## src/rtl/sdram_command.sv

```systemverilog
// rtl/sdram_command.sv - SDRAM command sequencer: turns decoded host/init requests into timed SDRAM pin commands
//
// Purpose
//   Sits downstream of the control interface. In IDLE it picks one request per cycle
//   (INIT_REQ > PRECHARGE > LOAD_MODE > REFRESH > REF_REQ > READA > WRITEA) and walks
//   the matching command sequence, timing every wait with one shared down-counter.
//   Host accesses are one burst with auto-precharge.
//
// Ports
//   i_clk, i_rst_n                 clock, asynchronous active-low reset
//   i_nop, i_reada, i_writea       decoded host command levels (held until o_cm_ack)
//   i_refresh, i_precharge,
//   i_load_mode                    one-cycle init-sequence pulses
//   i_saddr                        access address {bank, row, col}
//   i_ref_req                      periodic refresh request (held until o_ref_ack)
//   i_init_req                     power-up hold-off, forces NOP while high
//   o_cm_ack, o_ref_ack            one-cycle acknowledge pulses
//   o_sa, o_ba                     SDRAM address / bank pins
//   o_cs_n, o_ras_n, o_cas_n, o_we_n  SDRAM command pins
//   o_cke                          clock enable
//   o_oe                           write-data drive window
//   o_rd_valid                     read data present on DQ this cycle

module sdram_command #(
    parameter int          ASIZE     = 23,
    parameter int          ROWSIZE   = 12,
    parameter int          COLSIZE   = 9,
    parameter int          T_RCD     = 3,
    parameter int          T_RP      = 3,
    parameter int          T_RFC     = 7,
    parameter int          T_MRD     = 2,
    parameter int          T_WR      = 2,
    parameter int          CAS_LAT   = 3,
    parameter int          BURST_LEN = 8,
    parameter logic [11:0] MODE_REG  = 12'h033
) (
    input  logic               i_clk,
    input  logic               i_rst_n,
    input  logic               i_nop,
    input  logic               i_reada,
    input  logic               i_writea,
    input  logic               i_refresh,
    input  logic               i_precharge,
    input  logic               i_load_mode,
    input  logic [ASIZE-1:0]   i_saddr,
    input  logic               i_ref_req,
    input  logic               i_init_req,
    output logic               o_cm_ack,
    output logic               o_ref_ack,
    output logic [ROWSIZE-1:0] o_sa,
    output logic [1:0]         o_ba,
    output logic               o_cs_n,
    output logic               o_ras_n,
    output logic               o_cas_n,
    output logic               o_we_n,
    output logic               o_cke,
    output logic               o_oe,
    output logic               o_rd_valid
);

    localparam int CW = 6;

    // {CS_N, RAS_N, CAS_N, WE_N}
    localparam logic [3:0] CMD_NOP = 4'b0111;
    localparam logic [3:0] CMD_ACT = 4'b0011;
    localparam logic [3:0] CMD_RD  = 4'b0101;
    localparam logic [3:0] CMD_WR  = 4'b0100;
    localparam logic [3:0] CMD_PRE = 4'b0010;
    localparam logic [3:0] CMD_REF = 4'b0001;
    localparam logic [3:0] CMD_LMR = 4'b0000;

    // Burst states cover the whole tail of the access (data phase plus the
    // auto-precharge recovery), counted from the RD/WR command cycle.
    localparam logic [CW-1:0] L_RCD    = CW'(T_RCD);
    localparam logic [CW-1:0] L_RP     = CW'(T_RP);
    localparam logic [CW-1:0] L_RFC    = CW'(T_RFC);
    localparam logic [CW-1:0] L_MRD    = CW'(T_MRD);
    localparam logic [CW-1:0] L_RD     = CW'(CAS_LAT + BURST_LEN + T_RP - 1);
    localparam logic [CW-1:0] L_WR     = CW'(BURST_LEN + T_WR + T_RP);
    // Outputs are registered, so windows are decoded from the counter value one
    // cycle ahead of the cycle in which they appear on the pins.
    localparam logic [CW-1:0] L_RV_LO  = CW'(T_RP + 1);
    localparam logic [CW-1:0] L_RV_HI  = CW'(T_RP + BURST_LEN);
    localparam logic [CW-1:0] L_OE_MIN = CW'(T_WR + T_RP + 2);
    localparam logic [CW-1:0] L_ONE    = CW'(1);

    typedef enum logic [2:0] {
        S_IDLE,
        S_ACT_WAIT,
        S_RD_BURST,
        S_WR_BURST,
        S_PRE_WAIT,
        S_REF_WAIT,
        S_MRD_WAIT
    } state_t;

    state_t               r_state;
    logic [CW-1:0]        r_cnt;
    logic [3:0]           r_cmd;
    logic [ROWSIZE-1:0]   r_sa;
    logic [1:0]           r_ba;
    logic                 r_cm_ack;
    logic                 r_ref_ack;
    logic                 r_oe;
    logic                 r_rd_valid;
    logic                 r_cke;
    logic                 r_is_read;
    logic [1:0]           r_bank;
    logic [COLSIZE-1:0]   r_col;

    state_t               w_state_nxt;
    logic [CW-1:0]        w_cnt_nxt;
    logic [3:0]           w_cmd_nxt;
    logic [ROWSIZE-1:0]   w_sa_nxt;
    logic [1:0]           w_ba_nxt;
    logic                 w_cm_ack_nxt;
    logic                 w_ref_ack_nxt;
    logic                 w_oe_nxt;
    logic                 w_rd_valid_nxt;
    logic                 w_is_read_nxt;
    logic [1:0]           w_bank_nxt;
    logic [COLSIZE-1:0]   w_col_nxt;

    logic [1:0]           w_in_bank;
    logic [ROWSIZE-1:0]   w_in_row;
    logic [COLSIZE-1:0]   w_in_col;
    logic                 w_host_req;
    logic                 w_cnt_last;

    assign w_in_col   = i_saddr[COLSIZE-1:0];
    assign w_in_row   = i_saddr[COLSIZE +: ROWSIZE];
    assign w_in_bank  = i_saddr[ASIZE-1 -: 2];
    // An explicit NOP from the decoder suppresses any stray access level.
    assign w_host_req = !i_nop && (i_reada || i_writea);
    assign w_cnt_last = (r_cnt == L_ONE);

    always_ff @(posedge i_clk or negedge i_rst_n) begin
        if (!i_rst_n) begin
            r_state    <= S_IDLE;
            r_cnt      <= '0;
            r_cmd      <= CMD_NOP;
            r_sa       <= '0;
            r_ba       <= '0;
            r_cm_ack   <= 1'b0;
            r_ref_ack  <= 1'b0;
            r_oe       <= 1'b0;
            r_rd_valid <= 1'b0;
            r_cke      <= 1'b1;
            r_is_read  <= 1'b0;
            r_bank     <= '0;
            r_col      <= '0;
        end else begin
            r_state    <= w_state_nxt;
            r_cnt      <= w_cnt_nxt;
            r_cmd      <= w_cmd_nxt;
            r_sa       <= w_sa_nxt;
            r_ba       <= w_ba_nxt;
            r_cm_ack   <= w_cm_ack_nxt;
            r_ref_ack  <= w_ref_ack_nxt;
            r_oe       <= w_oe_nxt;
            r_rd_valid <= w_rd_valid_nxt;
            r_cke      <= 1'b1;
            r_is_read  <= w_is_read_nxt;
            r_bank     <= w_bank_nxt;
            r_col      <= w_col_nxt;
        end
    end

    always_comb begin
        w_state_nxt    = r_state;
        w_cnt_nxt      = r_cnt;
        w_cmd_nxt      = CMD_NOP;
        w_sa_nxt       = '0;
        w_ba_nxt       = '0;
        w_cm_ack_nxt   = 1'b0;
        w_ref_ack_nxt  = 1'b0;
        w_oe_nxt       = 1'b0;
        w_rd_valid_nxt = 1'b0;
        w_is_read_nxt  = r_is_read;
        w_bank_nxt     = r_bank;
        w_col_nxt      = r_col;

        case (r_state)
            S_IDLE: begin
                if (i_init_req) begin
                    w_state_nxt = S_IDLE;
                end else if (i_precharge) begin
                    w_cmd_nxt    = CMD_PRE;
                    w_sa_nxt[10] = 1'b1;
                    w_state_nxt  = S_PRE_WAIT;
                    w_cnt_nxt    = L_RP;
                end else if (i_load_mode) begin
                    w_cmd_nxt   = CMD_LMR;
                    w_sa_nxt    = ROWSIZE'(MODE_REG);
                    w_state_nxt = S_MRD_WAIT;
                    w_cnt_nxt   = L_MRD;
                end else if (i_refresh || i_ref_req) begin
                    w_cmd_nxt     = CMD_REF;
                    // Only acknowledge when the periodic request is what got serviced;
                    // an init REFRESH pulse leaves REF_REQ pending for a later cycle.
                    w_ref_ack_nxt = !i_refresh;
                    w_state_nxt   = S_REF_WAIT;
                    w_cnt_nxt     = L_RFC;
                end else if (w_host_req) begin
                    w_cmd_nxt     = CMD_ACT;
                    w_sa_nxt      = w_in_row;
                    w_ba_nxt      = w_in_bank;
                    w_cm_ack_nxt  = 1'b1;
                    w_is_read_nxt = i_reada;
                    w_bank_nxt    = w_in_bank;
                    w_col_nxt     = w_in_col;
                    w_state_nxt   = S_ACT_WAIT;
                    w_cnt_nxt     = L_RCD;
                end
            end

            S_ACT_WAIT: begin
                if (w_cnt_last) begin
                    w_sa_nxt     = ROWSIZE'(r_col);
                    w_sa_nxt[10] = 1'b1;
                    w_ba_nxt     = r_bank;
                    if (r_is_read) begin
                        w_cmd_nxt   = CMD_RD;
                        w_state_nxt = S_RD_BURST;
                        w_cnt_nxt   = L_RD;
                    end else begin
                        w_cmd_nxt   = CMD_WR;
                        w_oe_nxt    = 1'b1;
                        w_state_nxt = S_WR_BURST;
                        w_cnt_nxt   = L_WR;
                    end
                end else begin
                    w_cnt_nxt = r_cnt - L_ONE;
                end
            end

            S_RD_BURST: begin
                w_rd_valid_nxt = (r_cnt >= L_RV_LO) && (r_cnt <= L_RV_HI);
                if (w_cnt_last) begin
                    w_state_nxt = S_IDLE;
                end else begin
                    w_cnt_nxt = r_cnt - L_ONE;
                end
            end

            S_WR_BURST: begin
                w_oe_nxt = (r_cnt >= L_OE_MIN);
                if (w_cnt_last) begin
                    w_state_nxt = S_IDLE;
                end else begin
                    w_cnt_nxt = r_cnt - L_ONE;
                end
            end

            S_PRE_WAIT, S_REF_WAIT, S_MRD_WAIT: begin
                if (w_cnt_last) begin
                    w_state_nxt = S_IDLE;
                end else begin
                    w_cnt_nxt = r_cnt - L_ONE;
                end
            end

            default: begin
                w_state_nxt = S_IDLE;
            end
        endcase
    end

    assign o_cs_n     = r_cmd[3];
    assign o_ras_n    = r_cmd[2];
    assign o_cas_n    = r_cmd[1];
    assign o_we_n     = r_cmd[0];
    assign o_sa       = r_sa;
    assign o_ba       = r_ba;
    assign o_cm_ack   = r_cm_ack;
    assign o_ref_ack  = r_ref_ack;
    assign o_oe       = r_oe;
    assign o_rd_valid = r_rd_valid;
    assign o_cke      = r_cke;

endmodule

```

## config.mk

```make
export PLATFORM = sky130hd
export DESIGN_NAME = sdram_command
export DESIGN_NICKNAME = d
export VERILOG_FILES = /design/src/rtl/sdram_command.sv
export SDC_FILE = /design/constraint.sdc
export NUM_CORES = 1
export LEC_CHECK = 0
export ABC_AREA = 1
export BUFFER_PORTS_ARGS = -buffer_cell sky130_fd_sc_hd__buf_2
export CORE_MARGIN = 5
export CORE_UTILIZATION = 35
export CTS_BUF_LIST = sky130_fd_sc_hd__clkbuf_8
export DETAILED_ROUTE_END_ITERATION = 10
export PLACE_DENSITY = 0.6
export SLEW_MARGIN = 5
export SYNTH_ARGS = -nofsm -noshare
export SYNTH_HDL_FRONTEND = slang
export SYNTH_SLANG_ARGS = --single-unit
```

## constraint.sdc

```tcl
create_clock -name i_clk -period 1.29 [get_ports i_clk]
set_input_delay 0.129 -clock i_clk [delete_from_list [all_inputs] [get_ports i_clk]]
set_output_delay 0.129 -clock i_clk [all_outputs]
set_load 0.005 [all_outputs]
```

Word-level counts from Yosys, hierarchy flattened. Cells that the tools add are included.

Logic and storage cells: 101. Output and inout port bits: 23. Bits of input ports: 33. Flip-flop bits (word level): 43.

$lt $le $gt $ge: 3. Reductions and logical operators: 12. Eq/ne operators: 13. Bitwise logic cells: 4. Add/sub/neg operators: 1. Mux-type cells: 56.

Operators with widths (count): 2-to-1 mux 12 bit (4); 2-to-1 mux 6 bit (7); 2-to-1 mux 3 bit (12); one-hot mux 12 bit (2 select lines) (1); 2-to-1 mux 1 bit (18); one-hot mux 6 bit (3 select lines) (1); 2-to-1 mux 2 bit (7); >= comparator 6 x 3 -> 1 bit (second input constant) (2); 2-to-1 mux 11 bit (1); 2-to-1 mux 10 bit (1); equality test 3 bit (second input constant) (3); one-hot mux 3 bit (3 select lines) (1); equality test 3 x 2 -> 1 bit (second input constant) (2); equality test 6 x 1 -> 1 bit (second input constant) (1); <= comparator 6 x 4 -> 1 bit (second input constant) (1); inequality test 2 bit (second input constant) (3); inequality test 6 bit (second input constant) (1); one-hot mux 3 bit (2 select lines) (1); AND reduction 6 bit (1); subtractor 6 x 1 -> 6 bit (second input constant) (1); inequality test 5 bit (second input constant) (1); OR reduction 5 bit (1); NOT 1 bit (4); one-hot mux 2 bit (2 select lines) (1); other kinds (10) (13).

Logic depth before layout (Yosys ltp). Gate-level depths: netlist of run 1.

Depth after elaboration: 8. Depth in mapped cells: 9. Mapped depth without buffers: 9.

Worst setup path after synthesis of run 1. Ideal clock, no wire load.

Path type: reg2reg. From: register r_state[1]. To: register r_col[0]. Required time: 1.174 ns. Path slack: -0.057 ns. Clock period less this slack: 1.347 ns. Library setup time: 0.116 ns. Buffers on the path: 1. Arrival time: 1.230 ns. Cell stages (with the launch flop): 8. Path through: dfrtp_1 -> nor2_4 -> nand2_4 -> nor2_8 -> nand4_4 -> buf_2 -> nand2_1 -> nand2_1.

Longest elaborated chain between the ends: 2.

RTL lines: start, declared (line 97) `state_t r_state;`; start signal, assigned (line 153) `r_state <= w_state_nxt;`; logical NOT 3 bit (line 183) `case (r_state)`; AND reduction 6 bit (no source line); end signal, assigned (line 165) `r_col <= w_col_nxt;`; end, declared (line 109) `logic [COLSIZE-1:0] r_col;`.

Every way passes these cells. A chain may end at the register's enable or synchronous reset.

Final worst setup path of run 1.
From: register r_state[2]. To: register r_col[4].

Same word-level chain as after synthesis.

==> impl_metrics.py, run 1 <==
metrics = {
    "clock_network": {
        "cts-buffers-inserted": 5,
        "worstSkewPairLatency_ns": 0.29,
        "htree_levels": 2,
        "clk_pin_slew_ns": 0.09,
        "cts_tree": "yes",
        "numClockSinks": 42,
        "cts_root_buf": "clkbuf_8",
        "clockBufferDepth": 2,
    },
    "setup_path": {
        "crit_path_end_kind": "flop",
        "ff2ff_setup_slack_ns": -0.14,
        "start_kind": "flop",
        "timing.critical_path.arrival_ns": 1.61,
        "crit_fanout": 6,
        "worstSetupPathType": "flop to flop",
        "regToRegEndpoint": "r_col[4]",
        "crit_required_ns": 1.48,
        "ff2ff_path_depth": 7,
        "source_of_the_worst_register_to_register_timing_path": "r_state[2]",
    },
    "sta": {
        "slew_viol_final": 0,
        "timing.final.crit_share": 1.11,
        "fin_skew_ns": 0.00709,
        "rsz0062_at_grt": "yes",
        "fmax_ghz": 0.701,
        "fin_ws_ns": -0.136,
        "final.min_clock_period_ns": 1.43,
        "setup_viol": 38,
        "timing_hold_violations_final": 0,
    },
    "detailed_routing": {
        "vias_per_cell": 4.59,
        "final_wl_mm": 5.16,
        "routed_vias": 1867,
        "wl_per_cell_um": 12.7,
        "antenna_left": 0,
        "detail_route.iter0.violations": 120,
        "post-route-drc-count": 0,
        "drtPass1Iterations": 4,
    },
    "placement": {
        "port_buffers": 53,
        "rd_place_congestion": 0.833,
        "dp_slack_ns": -0.164,
        "place_inst": 392,
        "detailed_place_hpwl_mm": 3.75,
    },
    "floorplanning": {
        "core_area_sq_um": 5540,
        "placementRows": 27,
        "die_area_sq_um": 7380,
        "initial_core_util": 0.364,
        "ios": 56,
        "die_h_um": 85.9,
        "die_width_um": 85.9,
    },
    "cells_and_area": {
        "fraction_of_final_layout_cells_with_drive_strength_greater_than_1": 0.412,
        "final_core_utilization": 0.515,
        "finish.net_count": 371,
        "most_frequent_standard_cell_in_the_layout_excluding_fill_and_tap_cells": "nand2_1",
        "finish.cell_count_without_fillers": 407,
        "antennaDiodeCount": 0,
        "layout-area-overhead-vs-synth_pct": 41.4,
        "mostFrequentLayoutCells": "nand2_1, buf_2, dfrtp_1",
    },
    "synth": {
        "synth.yosys.seq_area_share": 0.523,
        "yosys.cell_types.count": 30,
        "mappedNetlistNets": 278,
        "mappedNetlistArea_sq_um": 2020,
        "post_synth_inst_count": 241,
        "async_reset_ff_frac": 1.00,
        "synth-warning-count": 0,
        "predominant_post_synthesis_flop_cell": "dfrtp_1",
        "synth_edf_count": 0,
        "synth_top_area_share": 0.484,
        "synth_largest_area_cell": "dfrtp_1",
        "avgSynthCellArea_sq_um": 8.37,
        "flip_flop_and_latch_count_after_synthesis": 42,
        "synth.top_cells.by_area": "dfrtp_1, nand2_1, inv_1",
    },
    "global_routing": {
        "grt_pass1_vias": 1832,
        "grt_first_pass_wirelength_mm": 8.49,
        "antenna_violations_before_repair": 0,
        "globalRouteTotalUtil": 0.144,
        "grt_total_ovfl": 0,
        "grt_start_max_net_pins": 43,
    },
    "worst_hold_path": {
        "hold_depth": 3,
        "min_path_type": "input port to flop",
        "min-delay-start": "i_saddr[17]",
        "min_delay_worst_endpoint": "o_sa[8]",
    },
    "power": {
        "peakVddDrop_mv": 0.676,
        "pwr_density_cell_nw_per_um2": 1820,
        "total_power_w": 0.00520,
        "power_leakage_nw": 1.60,
    },
    "run_status": {
        "failing_checks": "setup timing",
        "run_status": "finished with violations",
    },
    "run": {
        "maxCapViolations": 0,
    },
}
==> cell families after synthesis <==
group | count (synthesis) | share of synthesized area
xor gates and xnor gates | 2 | 0.00869
other | 2 | 0.00372
AOI/OAI and AO/OA | 32 | 0.0906
DFF | 42 | 0.523
buffers and inverters | 31 | 0.0689
adders and majority gates | 4 | 0.0248
and+or+nand+nor | 128 | 0.280
==> worst max-delay path by stage <==
stage	from	end	slack (ns)	cells after the start
after floorplan	r_state[2]	o_sa[2]	-0.03	8
after global placement	r_state[2]	r_cnt[3]	-0.13	9
after detailed placement	r_state[2]	r_cnt[5]	-0.16	9
after CTS	r_state[1]	r_col[2]	-0.12	7
after global routing	r_state[2]	r_col[4]	-0.24	7
final	r_state[2]	r_col[4]	-0.14	7
==> worst max-delay path: stages (launching register included) <==
cell and delay [ns]:
dfrtp_1 0.45, nor2_4 0.21, nand2_4 0.11, nor2_8 0.13, nand4_4 0.12, buf_4 0.18
nand2_1 0.06, nand2_1 0.05
==> synthesized netlist by cell type (2+ instances only) <==
library cell  number
a21oi_1            4
a31oi_1            5
buf_2              2
buf_4              3
conb_1             2
dfrtp_1           39
dfstp_2            3
ha_1               4
inv_1             24
nand2_1           94
nand3_1           13
nand4_1            2
nor2_1            11
nor2_4             2
o21ai_0           17
xor2_1             2
==> power by group <==
part | total [W] | switching (W) | internal, W | leakage (nW)
Combinational | 0.00256 | 0.00139 | 0.00116 | 0.988
Clock | 0.000842 | 0.000467 | 0.000375 | 0.0493
Sequential | 0.00180 | 0.000190 | 0.00161 | 0.559
Total | 0.00520 | 0.00205 | 0.00315 | 1.60
==> final cells by class <==
class | count | area (sq um)
multi-input cells | 168 | 943
repair buffers | 92 | 582
inverters | 25 | 96.3
clock inverters | 3 | 17.5
well taps | 72 | 90.1
flip-flops and latches | 42 | 1050
fillers | 548 | 2690
clock buffers | 5 | 68.8
==> state kept, by name, indices dropped and copies added (netlist names) <==
name	flops
o_sa	12
r_col	9
r_cnt	6
r_cmd	3
r_state	3
o_ba	2
r_bank	2
o_cm_ack	1
o_oe	1
o_rd_valid	1
o_ref_ack	1
r_is_read	1
==> routing by layer <==
layer  wire (um)  part of all wire  up-vias  global-route usage
li1            -                 -      945                   -
met1        2220              0.43      860               0.185
met2        2570              0.50       55               0.243
met3         295             0.057        7              0.0317
met4          75             0.015        0              0.0432
met5           0                 0        -                   0
==> per-stage QoR <==
step	hold WS (ns)	TNS, ns	area (sq um)
floorplan	-0.167	-0.335	2030
global placement	0.119	-2.20	2590
detailed placement	0.136	-2.84	2590
CTS	0.0233	-2.84	2770
global route	0.0193	-7.14	2850
finish	0.0255	-3.54	2850
==> repair_timing <==
action                                 4_1_cts  5_1_grt
endpoints found under the hold margin       39        0
hold buffers                                 1        0
gates cloned                                 1        0
resized for setup                           24       25
pin swaps                                    6        7
setup endpoints to repair                   34       40
setup buffers                                2        3
(Power assumes the default switching activity.)
==> run 2: changes to the inputs <==
--- a/config.mk
+++ b/config.mk
@@ -11,7 +11,7 @@
 export CORE_UTILIZATION = 35
 export CTS_BUF_LIST = sky130_fd_sc_hd__clkbuf_8
 export DETAILED_ROUTE_END_ITERATION = 10
-export PLACE_DENSITY = 0.6
+export PLACE_DENSITY_LB_ADDON = 0.25
 export SLEW_MARGIN = 5
 export SYNTH_ARGS = -nofsm -noshare
 export SYNTH_HDL_FRONTEND = slang
==> run 2 against run 1 <==
Net effect: the run still ends with setup timing left; critical path type unchanged; total power is 0.91% lower; final cell count is 0.25% lower; largest power group unchanged; utilization hardly changed.
==> impl_metrics.py, run 2 (synthesis gave the netlist of run 1 again) <==
metrics = {
    "run_status": {
        "run_status": "finished with violations",
        "failing_checks": "setup timing",
    },
    "setup_path": {
        "timing.critical_path.arrival_ns": 1.62,
        "slowest_delay_ns": 0.43,
        "regToRegEndpoint": "r_cnt[3]",
        "ff2ff_setup_slack_ns": -0.09,
        "path_common_cell": "nand2_1",
        "cp_cell_sequence": "nor2_4 -> buf_4 -> nand2_4 -> inv_2 -> nand2_2 -> a21oi_1 -> nand2_1 -> nand2_1",
        "crit_path_end_kind": "flop",
        "worstSetupPathType": "flop to flop",
        "start_kind": "flop",
        "crit_required_ns": 1.53,
        "ff2ff_path_depth": 8,
        "critical_path.slowest_cell": "dfrtp_1",
        "crit_fanout": 4,
        "source_of_the_worst_register_to_register_timing_path": "r_state[2]",
    },
    "power": {
        "total_power_w": 0.00515,
        "peakVddDrop_mv": 0.708,
        "clock_power_share": 0.161,
        "pwr_density_cell_nw_per_um2": 1810,
        "power.switching_w": 0.00203,
        "power_report.internal_total_w": 0.00312,
        "p_comb_frac": 0.487,
        "power_leakage_nw": 1.59,
        "power.share.sequential": 0.352,
        "switching_share": 0.394,
    },
    "floorplanning": {
        "die_area_sq_um": 7380,
        "core_area_sq_um": 5540,
        "initial_core_util": 0.364,
        "ios": 56,
        "placementRows": 27,
        "die_width_um": 85.9,
        "die_h_um": 85.9,
    },
    "detailed_routing": {
        "final_wl_mm": 5.37,
        "wl_per_cell_um": 13.2,
        "vias_per_cell": 4.70,
        "antenna_left": 0,
        "post-route-drc-count": 0,
        "drtPass1Iterations": 4,
        "detail_route.iter0.violations": 75,
        "routed_vias": 1909,
    },
    "sta": {
        "fin_skew_ns": 0.00876,
        "final.min_clock_period_ns": 1.38,
        "fin_ws_ns": -0.0870,
        "slew_viol_final": 0,
        "rsz0062_at_grt": "yes",
        "timing.final.crit_share": 1.07,
        "fmax_ghz": 0.726,
        "setup_viol": 34,
        "timing_hold_violations_final": 0,
    },
    "clock_network": {
        "worstSkewPairLatency_ns": 0.30,
        "htree_levels": 2,
        "numClockSinks": 42,
        "cts_root_buf": "clkbuf_8",
        "clk_pin_slew_ns": 0.08,
        "clockBufferDepth": 2,
        "cts-buffers-inserted": 5,
        "cts_tree": "yes",
    },
    "cells_and_area": {
        "most_frequent_standard_cell_in_the_layout_excluding_fill_and_tap_cells": "nand2_1",
        "largest_register_ffs": 12,
        "final_core_utilization": 0.515,
        "fraction_of_final_layout_cells_with_drive_strength_greater_than_1": 0.425,
        "antennaDiodeCount": 0,
        "stdcell_area_sq_um": 2850,
        "mostFrequentLayoutCells": "nand2_1, buf_2, dfrtp_1",
        "finish.cell_count_without_fillers": 406,
        "finish.net_count": 370,
        "layout-area-overhead-vs-synth_pct": 41.5,
        "num-fill-cells": 552,
    },
    "placement": {
        "detailed_place.area_sq_um": 2560,
        "place_inst": 388,
        "rd_place_congestion": 0.911,
        "detailed_place_hpwl_mm": 3.95,
        "port_buffers": 53,
        "dp_slack_ns": -0.131,
    },
    "global_routing": {
        "globalRouteTotalUtil": 0.155,
        "antenna_violations_before_repair": 0,
        "grt_pass1_vias": 1865,
        "grt_first_pass_wirelength_mm": 8.85,
        "grt_total_ovfl": 0,
        "grt_start_max_net_pins": 31,
    },
    "worst_hold_path": {
        "hold_depth": 3,
        "min_path_type": "input port to flop",
        "min_delay_worst_endpoint": "r_col[0]",
        "min-delay-start": "i_saddr[0]",
    },
    "run": {
        "maxCapViolations": 0,
    },
}
run 2: cell type report:
| type | count | area [sq um] | share of cell area |
|---|---|---|---|
| Clock buffer | 5 | 68.8 | 0.0241 |
| Clock inverter | 3 | 17.5 | 0.00614 |
| Inverter | 25 | 98.8 | 0.0346 |
| Multi-Input combinational cell | 168 | 945 | 0.331 |
| Sequential cell | 42 | 1060 | 0.370 |
| Tap cell | 72 | 90.1 | 0.0316 |
| Timing Repair Buffer | 91 | 577 | 0.202 |
run 2: what timing repair did:
item	4_1_cts	5_1_grt
hold endpoints to repair	12	0
pin swaps	2	6
endpoints found under the setup margin	33	39
gates resized for setup	18	31
hold buffers	1	0
buffers inserted	2	6
gates cloned	0	1
run 2: metrics by stage:
stage,hold WS [ns],TNS (ns)
after floorplan,-0.167,-0.335
after global placement,0.0402,-1.67
after detailed placement,0.0516,-2.43
after CTS,0.0114,-1.96
after global routing,0.0169,-4.90
final,0.0168,-1.50
run 2: critical path: cells and delay by family (launching register included):
kind                   cells  cell delay [ns]
AO/OA/AOI/OAI              1             0.17
buffers and inverters      2             0.24
flip-flops                 1             0.43
AND/OR/NAND/NOR            5             0.48
run 2: per-layer routing:
metal,routed length (um),GRT usage,vias up
li1,-,-,945
met3,307,0.0317,10
met4,128,0.0734,0
met2,2790,0.269,55
met5,0,0,-
met1,2140,0.181,899
run 2: worst max path at each step:
stage               startpoint    endpoint  slack (ns)  depth (start not counted)
CTS                 r_state[1]    r_col[5]        -0.1                          7
floorplan           r_state[2]     o_sa[2]       -0.03                          8
finish              r_state[2]    r_cnt[3]       -0.09                          8
detailed placement    r_cnt[1]  r_state[2]       -0.13                          8
global placement      r_cnt[1]  r_state[2]       -0.12                          8
global route        r_state[2]    r_col[8]       -0.18                          7
run 2: power by group through the flow:
stage          clock network, W  logic, W  registers (W)
2_1_floorplan                 0   0.00114        0.00183
3_3_place_gp                  0   0.00204        0.00179
6_report               0.000832   0.00251        0.00181
5_1_grt                0.000916   0.00279        0.00185
4_1_cts                0.000865   0.00218        0.00178
3_5_place_dp                  0   0.00205        0.00180
